**src/rtl/switch_debouncer.sv**
```systemverilog
// Switch/pushbutton debouncer: synchronises a raw asynchronous input, then only
// changes the debounced level after the new value has held for STABLE_CYCLES cycles.
module switch_debouncer #(
    parameter int STABLE_CYCLES = 1_000_000,
    parameter int SYNC_STAGES   = 2
) (
    input  logic clk,
    input  logic reset,
    input  logic sw,
    output logic db_level,
    output logic settling
);

    localparam int CNT_W = (STABLE_CYCLES > 1) ? $clog2(STABLE_CYCLES) : 1;
    localparam logic [CNT_W-1:0] CNT_LOAD = CNT_W'(STABLE_CYCLES - 1);

    // Encoding chosen so bit 1 is the debounced level and bit 0 marks a WAIT
    // state: both outputs come straight off flops and cannot glitch.
    localparam logic [1:0] ZERO  = 2'b00;
    localparam logic [1:0] WAIT1 = 2'b01;
    localparam logic [1:0] ONE   = 2'b10;
    localparam logic [1:0] WAIT0 = 2'b11;

    logic [SYNC_STAGES-1:0] sync_reg;
    logic                   sw_s;
    logic [1:0]             state_reg, state_next;
    logic [CNT_W-1:0]       cnt_reg, cnt_next;

    genvar gi;
    generate
        for (gi = 0; gi < SYNC_STAGES; gi++) begin : g_sync
            if (gi == 0) begin : g_first
                always_ff @(posedge clk or posedge reset) begin
                    if (reset) sync_reg[gi] <= 1'b0;
                    else       sync_reg[gi] <= sw;
                end
            end else begin : g_next
                always_ff @(posedge clk or posedge reset) begin
                    if (reset) sync_reg[gi] <= 1'b0;
                    else       sync_reg[gi] <= sync_reg[gi-1];
                end
            end
        end
    endgenerate

    assign sw_s = sync_reg[SYNC_STAGES-1];

    always_comb begin
        state_next = state_reg;
        cnt_next   = cnt_reg;
        case (state_reg)
            ZERO: begin
                if (sw_s) begin
                    state_next = WAIT1;
                    cnt_next   = CNT_LOAD;
                end
            end
            WAIT1: begin
                if (!sw_s)              state_next = ZERO;
                else if (cnt_reg == '0) state_next = ONE;
                else                    cnt_next   = cnt_reg - CNT_W'(1);
            end
            ONE: begin
                if (!sw_s) begin
                    state_next = WAIT0;
                    cnt_next   = CNT_LOAD;
                end
            end
            WAIT0: begin
                if (sw_s)               state_next = ONE;
                else if (cnt_reg == '0) state_next = ZERO;
                else                    cnt_next   = cnt_reg - CNT_W'(1);
            end
            default: state_next = ZERO;
        endcase
    end

    always_ff @(posedge clk or posedge reset) begin
        if (reset) begin
            state_reg <= ZERO;
            cnt_reg   <= '0;
        end else begin
            state_reg <= state_next;
            cnt_reg   <= cnt_next;
        end
    end

    assign db_level = state_reg[1];
    assign settling = state_reg[0];

endmodule

```
**config.mk**
```make
export PLATFORM = sky130hd
export DESIGN_NAME = switch_debouncer
export DESIGN_NICKNAME = d
export VERILOG_FILES = /design/src/rtl/switch_debouncer.sv
export SDC_FILE = /design/constraint.sdc
export NUM_CORES = 1
export LEC_CHECK = 0
export CORE_ASPECT_RATIO = 1.5
export CORE_MARGIN = 2
export CORE_UTILIZATION = 49
export DETAILED_ROUTE_END_ITERATION = 12
export GPL_ROUTABILITY_DRIVEN = 0
export PLACE_DENSITY = 0.66
export RECOVER_POWER = 100
export SLEW_MARGIN = 20
export SYNTH_ARGS = -nofsm -noshare
export SYNTH_HDL_FRONTEND = slang
export SYNTH_SLANG_ARGS = --single-unit
```
**constraint.sdc**
```tcl
create_clock -name clk -period 2.38 [get_ports clk]
set_input_delay 0.476 -clock clk [delete_from_list [all_inputs] [get_ports clk]]
set_output_delay 0.476 -clock clk [all_outputs]
set_load 0.01 [all_outputs]
```
==> out/results.md <==
| Step | Result | This run |
|---|---|---|
| outcome | Result of the run | completed |
| pwr | Total power | 973.9 uW |
| floorplan | Initial core utilization | 0.5113 |
| placed design | Port Buffers | 4 |
| synth | Most used standard cells in the synthesized netlist | dfrtp_1 (24), nor2_1 (14), inv_1 (11) |
| cts | Buffer levels on the longest clock path | 2 |
| synth | Share of flip-flops with an asynchronous set or reset | 1.000 |
| worst setup path | R2R Path Start | cnt_reg[0] |
| worst setup path | Signal arrival time at the worst endpoint | 2.33 ns |
| worst setup path | FF-to-FF End | cnt_reg[18] |
| synth | Area fraction of the dominant cell type after synthesis | 0.3718 |
| synth | Synthesis-stage register bit count | 24 |
| placed design | HPWL Detailed | 2699 um |
| routing | 1st-iter DRT viols | 73 |
| worst setup path | Critical-path cell list | inv_1, ha_1, nor3b_1, nand3_2, or3b_1, o221a_2 |
| cts | CTS buffer count | 3 |
| floorplan | Width of the die | 50.88 um |
| cts | Clock latency reported for the late side of the worst-skew pair | 0.26 ns |
| synth | Cell type with the largest total area after synthesis | dfrtp_1 |
| cts | Clock edge transition at the registers on the reported setup and hold paths | 0.09 ns |
| cells and area | Flip-flop count of the largest register, all copies and words added | 20 |
| cts | TritonCTS Sinks | 24 |
| routing | Final routed DRC violation total | 0 |
| min path | HP Class | reg2reg |
| worst setup path | Type of the worst setup path | reg2reg |
| pwr | Leakage | 0.6664 nW |
| pwr | Maximum ir drop on the vdd rail | 0.0003604 V |
| routing | Overall via count from detail_route | 1373 |
| cts | Buffer cell driving the clock tree root | clkbuf_8 |
| synth | Number of different library cells in the post-synthesis netlist | 58 |
| global routing | Pin count of the biggest net entering global routing | 25 |
| worst setup path | Worst setup startpoint | cnt_reg[0] |
| synth | Warnings from Yosys | 0 |
| global routing | Global-route wire length before repair | 6630 um |
| cells and area | Number of nets in the layout | 180 |
| routing | Number of routed nets with antenna violations | 0 |
| worst setup path | Required arrival time at the worst endpoint | 2.53 ns |
| worst setup path | CP max-delay cell | dfrtp_1 |
| synth | Top-count cell post-synth | dfrtp_1 |
| cells and area | Post-layout instance count excluding filler cells | 214 |
| sta | Clock skew | 0.009057 ns |
| synth | Number of enable-type register cells in the synthesized netlist | 0 |
| floorplan | Ports placed on the boundary | 5 |
| worst setup path | Buffers plus inverters on the worst setup path | 1 |
| placed design | Cells after DPL | 210 |
| global routing | Global-route usage over all layers | 0.2309 |
| floorplan | Area of the die | 3781 sq um |
| worst setup path | Critical Path Sink | cnt_reg[18] |
| synth | Mean post-synth cell area | 9.672 sq um |
| sta | Slew at the pin with the worst max-slew slack | 1.286 ns |
| pwr | Pwr/cell area | 564.1 nW/um^2 |
| flow run | Number of max-capacitance violations reported | 0 |
| floorplan | Core box area | 3159 sq um |
| cells and area | Ratio of cells with drive above 1 in the final layout | 0.1552 |
| worst setup path | Largest stage delay on the critical path | 0.44 ns |
| sta | Time the worst path needs with I/O delays and setup | 2.175 ns |
| worst setup path | Length in cells of the worst reg-to-reg path | 6 |
| floorplan | Count of standard-cell rows | 25 |
| sta | Final number of setup-violating endpoints | 0 |
| worst setup path | Register-to-register setup slack | 0.20 ns |
| worst setup path | Cell depth of the worst setup path | 6 |
| cells and area | Ant. Diodes | 0 |
| routing | Number of vias per cell | 6.416 |
| routing | Final wirelength | 3695 um |
| worst setup path | Type of element launching the critical path | register |
| synth | Post-synth net total | 172 |
| sta | Unrepaired setup endpoints after global routing | no |
| cells and area | Synth-to-Final Area Change | 6.894% |
| global routing | GRT Residual Overflow | 0 |
| worst setup path | CP delay by family, top | simple AND/OR/NAND/NOR gates |
| synth | Cell area after synthesis | 1615 sq um |
| global routing | Antenna violations before repair | 0 |
| worst setup path | Crit. End Element | register |
| cts | Number of buffers added to fix hold violations after cts | 0 |
| floorplan | Height of the die | 74.32 um |
| sta | Final worst-path cycle share | 0.9140 |
| sta | Max-slew violation count | 0 |
| sta | Final total negative setup slack | 0 ns |
| synth | Commonest register cell after synthesis | dfrtp_1 |
| sta | Worst slew margin relative to its limit | 0.1430 |
| cts | Post-cts sizing count | 0 |
| global routing | Via count of the first global-routing pass | 1353 |
| synth | Post-synthesis instance total | 167 |
| cts | Clock tree from TritonCTS | done |
| worst setup path | Maximum net fanout on the critical path | 4 |
| cts | Post-CTS Repair Setup Buffers | 0 |
| sta | F_max | 459.7 MHz |
| synth | Top area cells in the synthesized netlist | dfrtp_1 (37%), nor4_4 (4.0%), nor2_1 (3.3%) |
| cts | Number of H-tree levels | 1 |
| synth | Seq/Total Area, Yosys | 0.3718 |
| sta | Hold Fails Final Rpt | 0 |
| routing | Router iterations before antenna repair | 4 |
| routing | Routed wire per std cell | 17.27 um |
-- power breakdown --
group          switching (mW)  leakage [nW]  internal [mW]  total, mW
registers              0.0901         0.282          0.448      0.538
clock network           0.129        0.0288          0.147      0.277
logic                  0.0897         0.356         0.0692      0.159
-- cell families (layout without fill, tap and decap cells) --
logic type / after synthesis / after routing / synth area share
muxes: 2 / 2 / 0.01317
xor gates and xnor gates: 3 / 3 / 0.01627
buffers and inverters: 19 / 26 / 0.06739
DFF: 24 / 24 / 0.3718
adders and majority gates: 2 / 2 / 0.01549
AOI/OAI and AO/OA: 38 / 38 / 0.1844
and+or+nand+nor: 79 / 79 / 0.3315
-- how the worst min path moves through the flow --
stage	start	cells after the start	endpoint	slack, ns
4_1_cts	sync_reg[0]	0	sw_s	0.36
6_report	sync_reg[0]	0	sw_s	0.36
2_1_floorplan	sync_reg[0]	0	sw_s	0.33
3_5_place_dp	sync_reg[0]	0	sw_s	0.34
5_1_grt	sync_reg[0]	0	sw_s	0.38
3_3_place_gp	sync_reg[0]	0	sw_s	0.34
-- placed cells by master, fill, tap and decap left out, drive strengths merged, types with 2 or more instances in the layout --
cell         synthesis  final
dfrtp               24     24
nor2                15     15
inv                 11     11
nor3                11     11
nand2                9      9
o21ai                9      9
nand3                9      9
nand4                8      8
buf                  5      6
o311ai               5      5
clkbuf               3      5
nor4                 5      5
o211ai               4      4
dlygate4sd3          0      4
and3                 4      4
a311oi               3      3
a211oi               3      3
nor4b                3      3
or3                  3      3
o21a                 2      2
xnor2                2      2
or4                  2      2
a41o                 2      2
a31oi                2      2
nand2b               2      2
ha                   2      2
or3b                 2      2
-- worst reg2reg max path, delay by kind of cell, from the launching register on --
| family | cells | cell delay [ns] |
|---|---|---|
| compound gates | 1 | 0.25 |
| flops | 1 | 0.44 |
| fa+ha+maj | 1 | 0.21 |
| buf+inv | 1 | 0.13 |
| simple gates | 3 | 1.03 |
-- layer usage --
layer | routed length (um) | global-route usage | vias to the layer above
li1 | - | - | 654
met1 | 1515 | 0.2975 | 660
met2 | 1829 | 0.3874 | 51
met3 | 237 | 0.03012 | 8
met4 | 112 | 0.1051 | 0
met5 | 0 | 0 | -
-- layout make-up --
cell class	instances	area, sq um
tap	40	50.05
sequential	24	600.6
inverter	11	41.29
multi-input combinational	124	890.9
timing repair buffer	11	88.84
fill	281	1433
clock buffer	4	55.05
-- per-stage QoR --
| stage | utilization | hold slack [ns] | setup WS [ns] | instance area (sq um) |
|---|---|---|---|---|
| floorplan | - | 0.3312 | 0.5276 | 1615 |
| global placement | 0.5351 | 0.3384 | 0.3717 | 1690 |
| detailed placement | 0.5351 | 0.3355 | 0.3396 | 1690 |
| CTS | 0.5525 | 0.3647 | 0.2914 | 1745 |
| global route | 0.5465 | 0.3772 | 0.07375 | 1727 |
| finish | 0.5465 | 0.3584 | 0.2047 | 1727 |
(Power assumes the default switching activity.)
